**src/rtl/grad_weight_mult_pipe.sv**
```systemverilog
// grad_weight_mult_pipe: multiplies NCH signed colour-difference samples by one
// shared unsigned gradient weight, then shifts (optionally rounding half-up)
// and fits each product to OUT_W bits.
// Pipeline: S1 input capture -> S2 product -> S3 shift/round/fit -> output reg.
// Each register loads when empty or when it drains in the same cycle.
// Ports:
//   clk, rst (async assert, active-low)
//   in_valid/in_ready, grad[GRAD_W], g_m_rb[NCH*DATA_W], rnd_en : input beat
//   out_valid/out_ready, rb_deriv[NCH*OUT_W]                    : result beat
//   sat_clr, sat_flag[NCH] : sticky saturation flags
// Build option: define GRAD_WEIGHT_SAT_EN to clamp out-of-range results and
// drive sat_flag; otherwise results wrap and sat_flag is tied to 0.
module grad_weight_mult_pipe #(
    parameter int unsigned DATA_W = 14,
    parameter int unsigned GRAD_W = 8,
    parameter int unsigned NCH    = 2,
    parameter int unsigned SHIFT  = GRAD_W,
    parameter int unsigned OUT_W  = 16
) (
    input  logic                    clk,
    input  logic                    rst,
    input  logic                    in_valid,
    output logic                    in_ready,
    input  logic [GRAD_W-1:0]       grad,
    input  logic [NCH*DATA_W-1:0]   g_m_rb,
    input  logic                    rnd_en,
    output logic                    out_valid,
    input  logic                    out_ready,
    output logic [NCH*OUT_W-1:0]    rb_deriv,
    input  logic                    sat_clr,
    output logic [NCH-1:0]          sat_flag
);

    localparam int unsigned PROD_W = DATA_W + GRAD_W + 1;
    // Working width: room for the rounding add and for sign-extension to OUT_W.
    localparam int unsigned BIG_W  = (((PROD_W + 1) > OUT_W) ? (PROD_W + 1) : OUT_W) + 1;
    localparam int unsigned RND_SH = (SHIFT > 0) ? (SHIFT - 1) : 0;
    localparam logic [BIG_W-1:0] RND_K = (SHIFT > 0) ? (BIG_W'(1) << RND_SH) : BIG_W'(0);

    // Stage registers
    logic                           r_run;
    logic                           r_s1_v, r_s2_v, r_s3_v, r_ov;
    logic                           r_s1_rnd, r_s2_rnd;
    logic [GRAD_W-1:0]              r_s1_grad;
    logic signed [DATA_W-1:0]       r_s1_smp [NCH];
    logic signed [PROD_W-1:0]       r_s2_prod [NCH];
    logic [NCH-1:0][OUT_W-1:0]      r_s3_res;
    logic [NCH-1:0][OUT_W-1:0]      r_out;

    // Combinational datapath
    logic signed [PROD_W-1:0]       w_prod [NCH];
    logic [BIG_W-1:0]               w_sum;
    logic [NCH-1:0][BIG_W-1:0]      w_sh;
    logic [NCH-1:0][OUT_W-1:0]      w_fit;
    logic                           w_ld_o, w_ld_3, w_ld_2, w_ld_1, w_acc;
    logic                           w_unused_sh;

    // Load-enable chain: a stage loads when empty or when it drains this cycle
    assign w_ld_o   = !r_ov   || out_ready;
    assign w_ld_3   = !r_s3_v || w_ld_o;
    assign w_ld_2   = !r_s2_v || w_ld_3;
    assign w_ld_1   = !r_s1_v || w_ld_2;
    assign in_ready = r_run && w_ld_1;
    assign w_acc    = in_valid && in_ready;

    assign out_valid = r_ov;
    assign rb_deriv  = r_out;
    assign w_unused_sh = ^w_sh;

    // Products: signed sample times zero-extended weight, full width
    always_comb begin
        for (int ch = 0; ch < NCH; ch++) begin
            w_prod[ch] = PROD_W'(r_s1_smp[ch]) * PROD_W'($signed({1'b0, r_s1_grad}));
        end
    end

`ifdef GRAD_WEIGHT_SAT_EN
    localparam logic [BIG_W-1:0] O_MAX = (BIG_W'(1) << (OUT_W - 1)) - BIG_W'(1);
    localparam logic [BIG_W-1:0] O_MIN = ~O_MAX;
    logic [NCH-1:0] w_ovf;
    logic [NCH-1:0] r_s3_sat;
    logic [NCH-1:0] r_sat;
`else
    logic w_unused_sat_clr;
    assign w_unused_sat_clr = sat_clr;
`endif

    // Round, arithmetic shift and fit to OUT_W
    always_comb begin
        w_sum = '0;
        w_sh  = '0;
        w_fit = '0;
`ifdef GRAD_WEIGHT_SAT_EN
        w_ovf = '0;
`endif
        for (int ch = 0; ch < NCH; ch++) begin
            w_sum    = BIG_W'(r_s2_prod[ch]) + (r_s2_rnd ? RND_K : BIG_W'(0));
            w_sh[ch] = $signed(w_sum) >>> SHIFT;
`ifdef GRAD_WEIGHT_SAT_EN
            if ($signed(w_sh[ch]) > $signed(O_MAX)) begin
                w_fit[ch] = O_MAX[OUT_W-1:0];
                w_ovf[ch] = 1'b1;
            end else if ($signed(w_sh[ch]) < $signed(O_MIN)) begin
                w_fit[ch] = O_MIN[OUT_W-1:0];
                w_ovf[ch] = 1'b1;
            end else begin
                w_fit[ch] = w_sh[ch][OUT_W-1:0];
            end
`else
            w_fit[ch] = w_sh[ch][OUT_W-1:0];
`endif
        end
    end

    // Pipeline registers
    always_ff @(posedge clk or negedge rst) begin
        if (!rst) begin
            r_run     <= 1'b0;
            r_s1_v    <= 1'b0;
            r_s2_v    <= 1'b0;
            r_s3_v    <= 1'b0;
            r_ov      <= 1'b0;
            r_s1_rnd  <= 1'b0;
            r_s2_rnd  <= 1'b0;
            r_s1_grad <= '0;
            r_s3_res  <= '0;
            r_out     <= '0;
            for (int ch = 0; ch < NCH; ch++) begin
                r_s1_smp[ch]  <= '0;
                r_s2_prod[ch] <= '0;
            end
        end else begin
            r_run <= 1'b1;
            if (w_ld_1) begin
                r_s1_v <= w_acc;
                if (w_acc) begin
                    r_s1_rnd  <= rnd_en;
                    r_s1_grad <= grad;
                    for (int ch = 0; ch < NCH; ch++) begin
                        r_s1_smp[ch] <= g_m_rb[ch*DATA_W +: DATA_W];
                    end
                end
            end
            if (w_ld_2) begin
                r_s2_v <= r_s1_v;
                if (r_s1_v) begin
                    r_s2_rnd <= r_s1_rnd;
                    for (int ch = 0; ch < NCH; ch++) begin
                        r_s2_prod[ch] <= w_prod[ch];
                    end
                end
            end
            if (w_ld_3) begin
                r_s3_v <= r_s2_v;
                if (r_s2_v) begin
                    r_s3_res <= w_fit;
                end
            end
            if (w_ld_o) begin
                r_ov <= r_s3_v;
                if (r_s3_v) begin
                    r_out <= r_s3_res;
                end
            end
        end
    end

`ifdef GRAD_WEIGHT_SAT_EN
    // Sticky saturation flags; a clamped beat entering the output register wins over clear
    always_ff @(posedge clk or negedge rst) begin
        if (!rst) begin
            r_s3_sat <= '0;
            r_sat    <= '0;
        end else begin
            if (w_ld_3 && r_s2_v) begin
                r_s3_sat <= w_ovf;
            end
            r_sat <= (sat_clr ? '0 : r_sat) | ((w_ld_o && r_s3_v) ? r_s3_sat : '0);
        end
    end
    assign sat_flag = r_sat;
`else
    assign sat_flag = '0;
`endif

endmodule

```
**config.mk**
```make
export PLATFORM = sky130hd
export DESIGN_NAME = grad_weight_mult_pipe
export DESIGN_NICKNAME = d
export VERILOG_FILES = /design/src/rtl/grad_weight_mult_pipe.sv
export SDC_FILE = /design/constraint.sdc
export NUM_CORES = 1
export LEC_CHECK = 0
export CAP_MARGIN = 20
export CORE_ASPECT_RATIO = 1.25
export CORE_MARGIN = 1.5
export CORE_UTILIZATION = 55
export CTS_CLUSTER_DIAMETER = 120
export DETAILED_ROUTE_END_ITERATION = 16
export GPL_TIMING_DRIVEN = 1
export PLACE_DENSITY = 0.79
export SYNTH_ARGS = -nofsm -noshare
export SYNTH_HDL_FRONTEND = slang
export SYNTH_SLANG_ARGS = --single-unit
```
**constraint.sdc**
```tcl
create_clock -name clk -period 4.5 [get_ports clk]
set_input_delay 0.45 -clock clk [delete_from_list [all_inputs] [get_ports clk]]
set_output_delay 0.45 -clock clk [all_outputs]
set_load 0.02 [all_outputs]
```
==> reports/metrics.cfg, run 1 <==
[placement]
gp_congestion=0.874
dp_hpwl_um=21400
placed_area_sq_um=15500
port_buffers=74

[grt]
grtUsageMet2=0.415
met3_usage=0.0400
grt_pass1_vias=10495
met1_usage=0.309
grt_max_degree=104
grt-ovfl-total=0
antenna_found_initial=0
grtUsageTotal=0.239
grt_first_pass_wirelength_um=48600
top_usage_layer=met2

[cells_and_area]
fin_nets=1904
regArea_sq_um=3500
layout-drive-gt1-share=0.214
fillCellCount=1746
multi_input_area_sq_um=9140
syn_to_final_growth_pct=23.6
diodes=0
post-route-util=0.687
final_cell_area_sq_um=16700

[synth]
postSynth.asyncResetShare=1.00
yosys_register_bits=139
yosysTopAreaCell=fa_1
synthesis.area_sq_um=13500
synth_edf_count=0
synth_ff_type=dfrtp_1
synthMuxAreaShare=0.0599
synthTopCellsByCount=273 x inv_1, 208 x nand2_1, 178 x fa_1, 139 x dfrtp_1, 107 x and2_1
synth_simple_gate_area_frac=0.142
synth_most_common_cell=inv_1
synth_top_family_by_area=adder cells
seq_area_frac_synth=0.257
syn_inst=1415
syn_avg_cell_area_sq_um=9.56
synth_compound_area_frac=0.0612
ys_types=54
synth_top_area_frac=0.263
yosys.area_share.xor_xnor=0.0408
ys_warn_count=0
yosys.area_share.adder=0.343
synthTopCellsByArea=fa_1 26%, dfrtp_1 26%, ha_1 8.0%, inv_1 7.6%, nand2_1 5.8%

[sta]
max_slew.worst_pin.slew_ps=939
period_share=1.03
max_freq_mhz=216
grt_setup_unrepaired=true
finalHoldViolCount=0
slew_viol_final=0
setup_ws_ps=-133
setup_violations=4
maxSlewHeadroom=0.372
clock_skew_ps=8.78
min_period_ps=4630

[routing]
vias=9928
initialDrtViolationCount=605
wire_per_inst_um=15.1
wl_um=29200
viasPerCell=5.11
firstDrtPassIters=7
drc_errors=0
antenna_left=0

[floorplan]
dieArea_sq_um=25600
row_count=64
initial_core_util=0.556
die_h_um=178
core-area_sq_um=24300
io_pins=78
die_w_um=143

[clock_network]
cts_tree=built
cts.sinks=139
cts-root-buf=clkbuf_16
cts_buffers=17
cts_buffer_depth=2
insertion_delay_ps=430
path_clk_slew_ps=60
htree_num_levels=4

[worst_setup_path]
path_cells=buf_4 -> buf_12 -> and2_1 -> fa_1 -> inv_1 -> fa_1 -> fa_1 -> fa_1 -> inv_1 -> ha_4 -> a21o_1 -> a31oi_2 -> a2bb2oi_2 -> o21ai_4 -> a221oi_4 -> nor3_2 -> or3b_1
slowest_delay_ps=500
endpoint_kind=flop
critPathLaunchType=flop
crit_required_ps=4810
critical_path_class=flop to flop
crit_path_max_fanout=5
path_common_cell=fa_1
slowest_stage=fa_1
arrival_ps=4940

[min_path]
hold_class=input port to asynchronous set/reset pin

[run]
cap_violations=0

[status]
status=complete, but fails checks
violations=setup timing

==> worst paths after layout <==
check	from	to	slack (ps)	cells after the start
setup / recovery	r_s1_grad[3]$_DFFE_PN0P_	r_s2_prod[45]$_DFFE_PN0P_	-130	17
hold / removal	rst	rb_deriv[10]$_DFFE_PN0P_	90	1
setup reg to reg	r_s1_grad[3]$_DFFE_PN0P_	r_s2_prod[45]$_DFFE_PN0P_	-130	17
hold reg to reg	r_s1_rnd$_DFFE_PN0P_	r_s2_rnd$_DFFE_PN0P_	470	2
max in group asynchronous	rst	r_s1_grad[3]$_DFFE_PN0P_	3330	2
min in group clk	r_s1_rnd$_DFFE_PN0P_	r_s2_rnd$_DFFE_PN0P_	470	2
==> stage by stage <==
stage          setup TNS (ps)  hold WS, ps  cells  setup slack (ps)
6_report                 -280         89.8   1941              -133
5_1_grt                 -2280          185   1941              -277
4_1_cts                 -50.5          159   1933             -26.0
3_5_place_dp            -2520          466   1886              -207
3_3_place_gp             -797          444   1886              -114
2_1_floorplan               0          154   1416              1.95
==> area by class of cell <==
class / instances / area share
clock buffers: 19 / 0.0271
clock inverters: 13 / 0.0107
inverters: 273 / 0.0613
multi-input cells: 938 / 0.546
flip-flops and latches: 139 / 0.209
well taps: 330 / 0.0247
repair buffers: 229 / 0.121
==> flip-flops by register name, indices dropped and copies added, names as in the netlist <==
register	flops
out_valid	1
r_run	1
r_s1_grad	8
r_s1_rnd	1
r_s1_smp	28
r_s1_v	1
r_s2_prod	32
r_s2_rnd	1
r_s2_v	1
r_s3_res	32
r_s3_v	1
rb_deriv	32
==> layer usage <==
layer	wire length (um)	vias to the layer above
li1	-	4715
met3	1330	68
met4	737	0
met2	14500	282
met5	0	-
met1	12700	4863
==> repair_timing <==
item	4_1_cts	5_1_grt
buffers inserted	15	7
resized for setup	62	48
pin swaps	46	34
gates cloned	0	1
setup endpoints to repair	24	23
hold buffers	0	0
==> critical path, delay by kind of cell (launching register included) <==
family	cells	cell delay, ps
AO/OA/AOI/OAI	5	940
adder cells (fa/ha/maj)	5	2170
buffers and inverters	4	390
flip-flops	1	420
AND/OR/NAND/NOR	3	580
==> logic make-up (layout without fill, tap and decap cells) <==
group	count (synthesis)	count (layout)
flip-flops	139	139
AO/OA/AOI/OAI	136	136
buffers and inverters	339	534
multiplexers	72	72
other	2	3
XOR/XNOR	63	63
AND/OR/NAND/NOR	400	400
adder cells (fa/ha/maj)	264	264
==> placed cells by master, fill, tap and decap left out, drive strengths merged, types with 4 or more instances in the layout <==
cell type,n
inv,279
nand2,208
fa,178
buf,155
dfrtp,139
and2,107
ha,86
clkdlybuf4s50,73
mux2,72
o21ai,69
xor2,33
xnor2,30
a21oi,28
nand3,21
clkbuf,20
nor2,16
nor3,12
nand4,10
and3,9
a21o,6
o21a,5
nand2b,4
a211oi,4
o41ai,4
a31oi,4
Power of run 1 is not shown: default switching activity piles up to over one toggle a cycle in this logic, so the estimate is an artifact.
==> inputs of run 2 (changes only) <==
--- a/config.mk
+++ b/config.mk
@@ -11,6 +11,7 @@
 export CORE_UTILIZATION = 55
 export CTS_CLUSTER_DIAMETER = 120
 export DETAILED_ROUTE_END_ITERATION = 16
+export GPL_ROUTABILITY_DRIVEN = 0
 export GPL_TIMING_DRIVEN = 1
 export PLACE_DENSITY = 0.79
 export SYNTH_ARGS = -nofsm -noshare
==> results of run 2 <==
Same layout as run 1: the final DEF is identical, and so are final timing and power.
Power of run 2 is left out for the same reason.
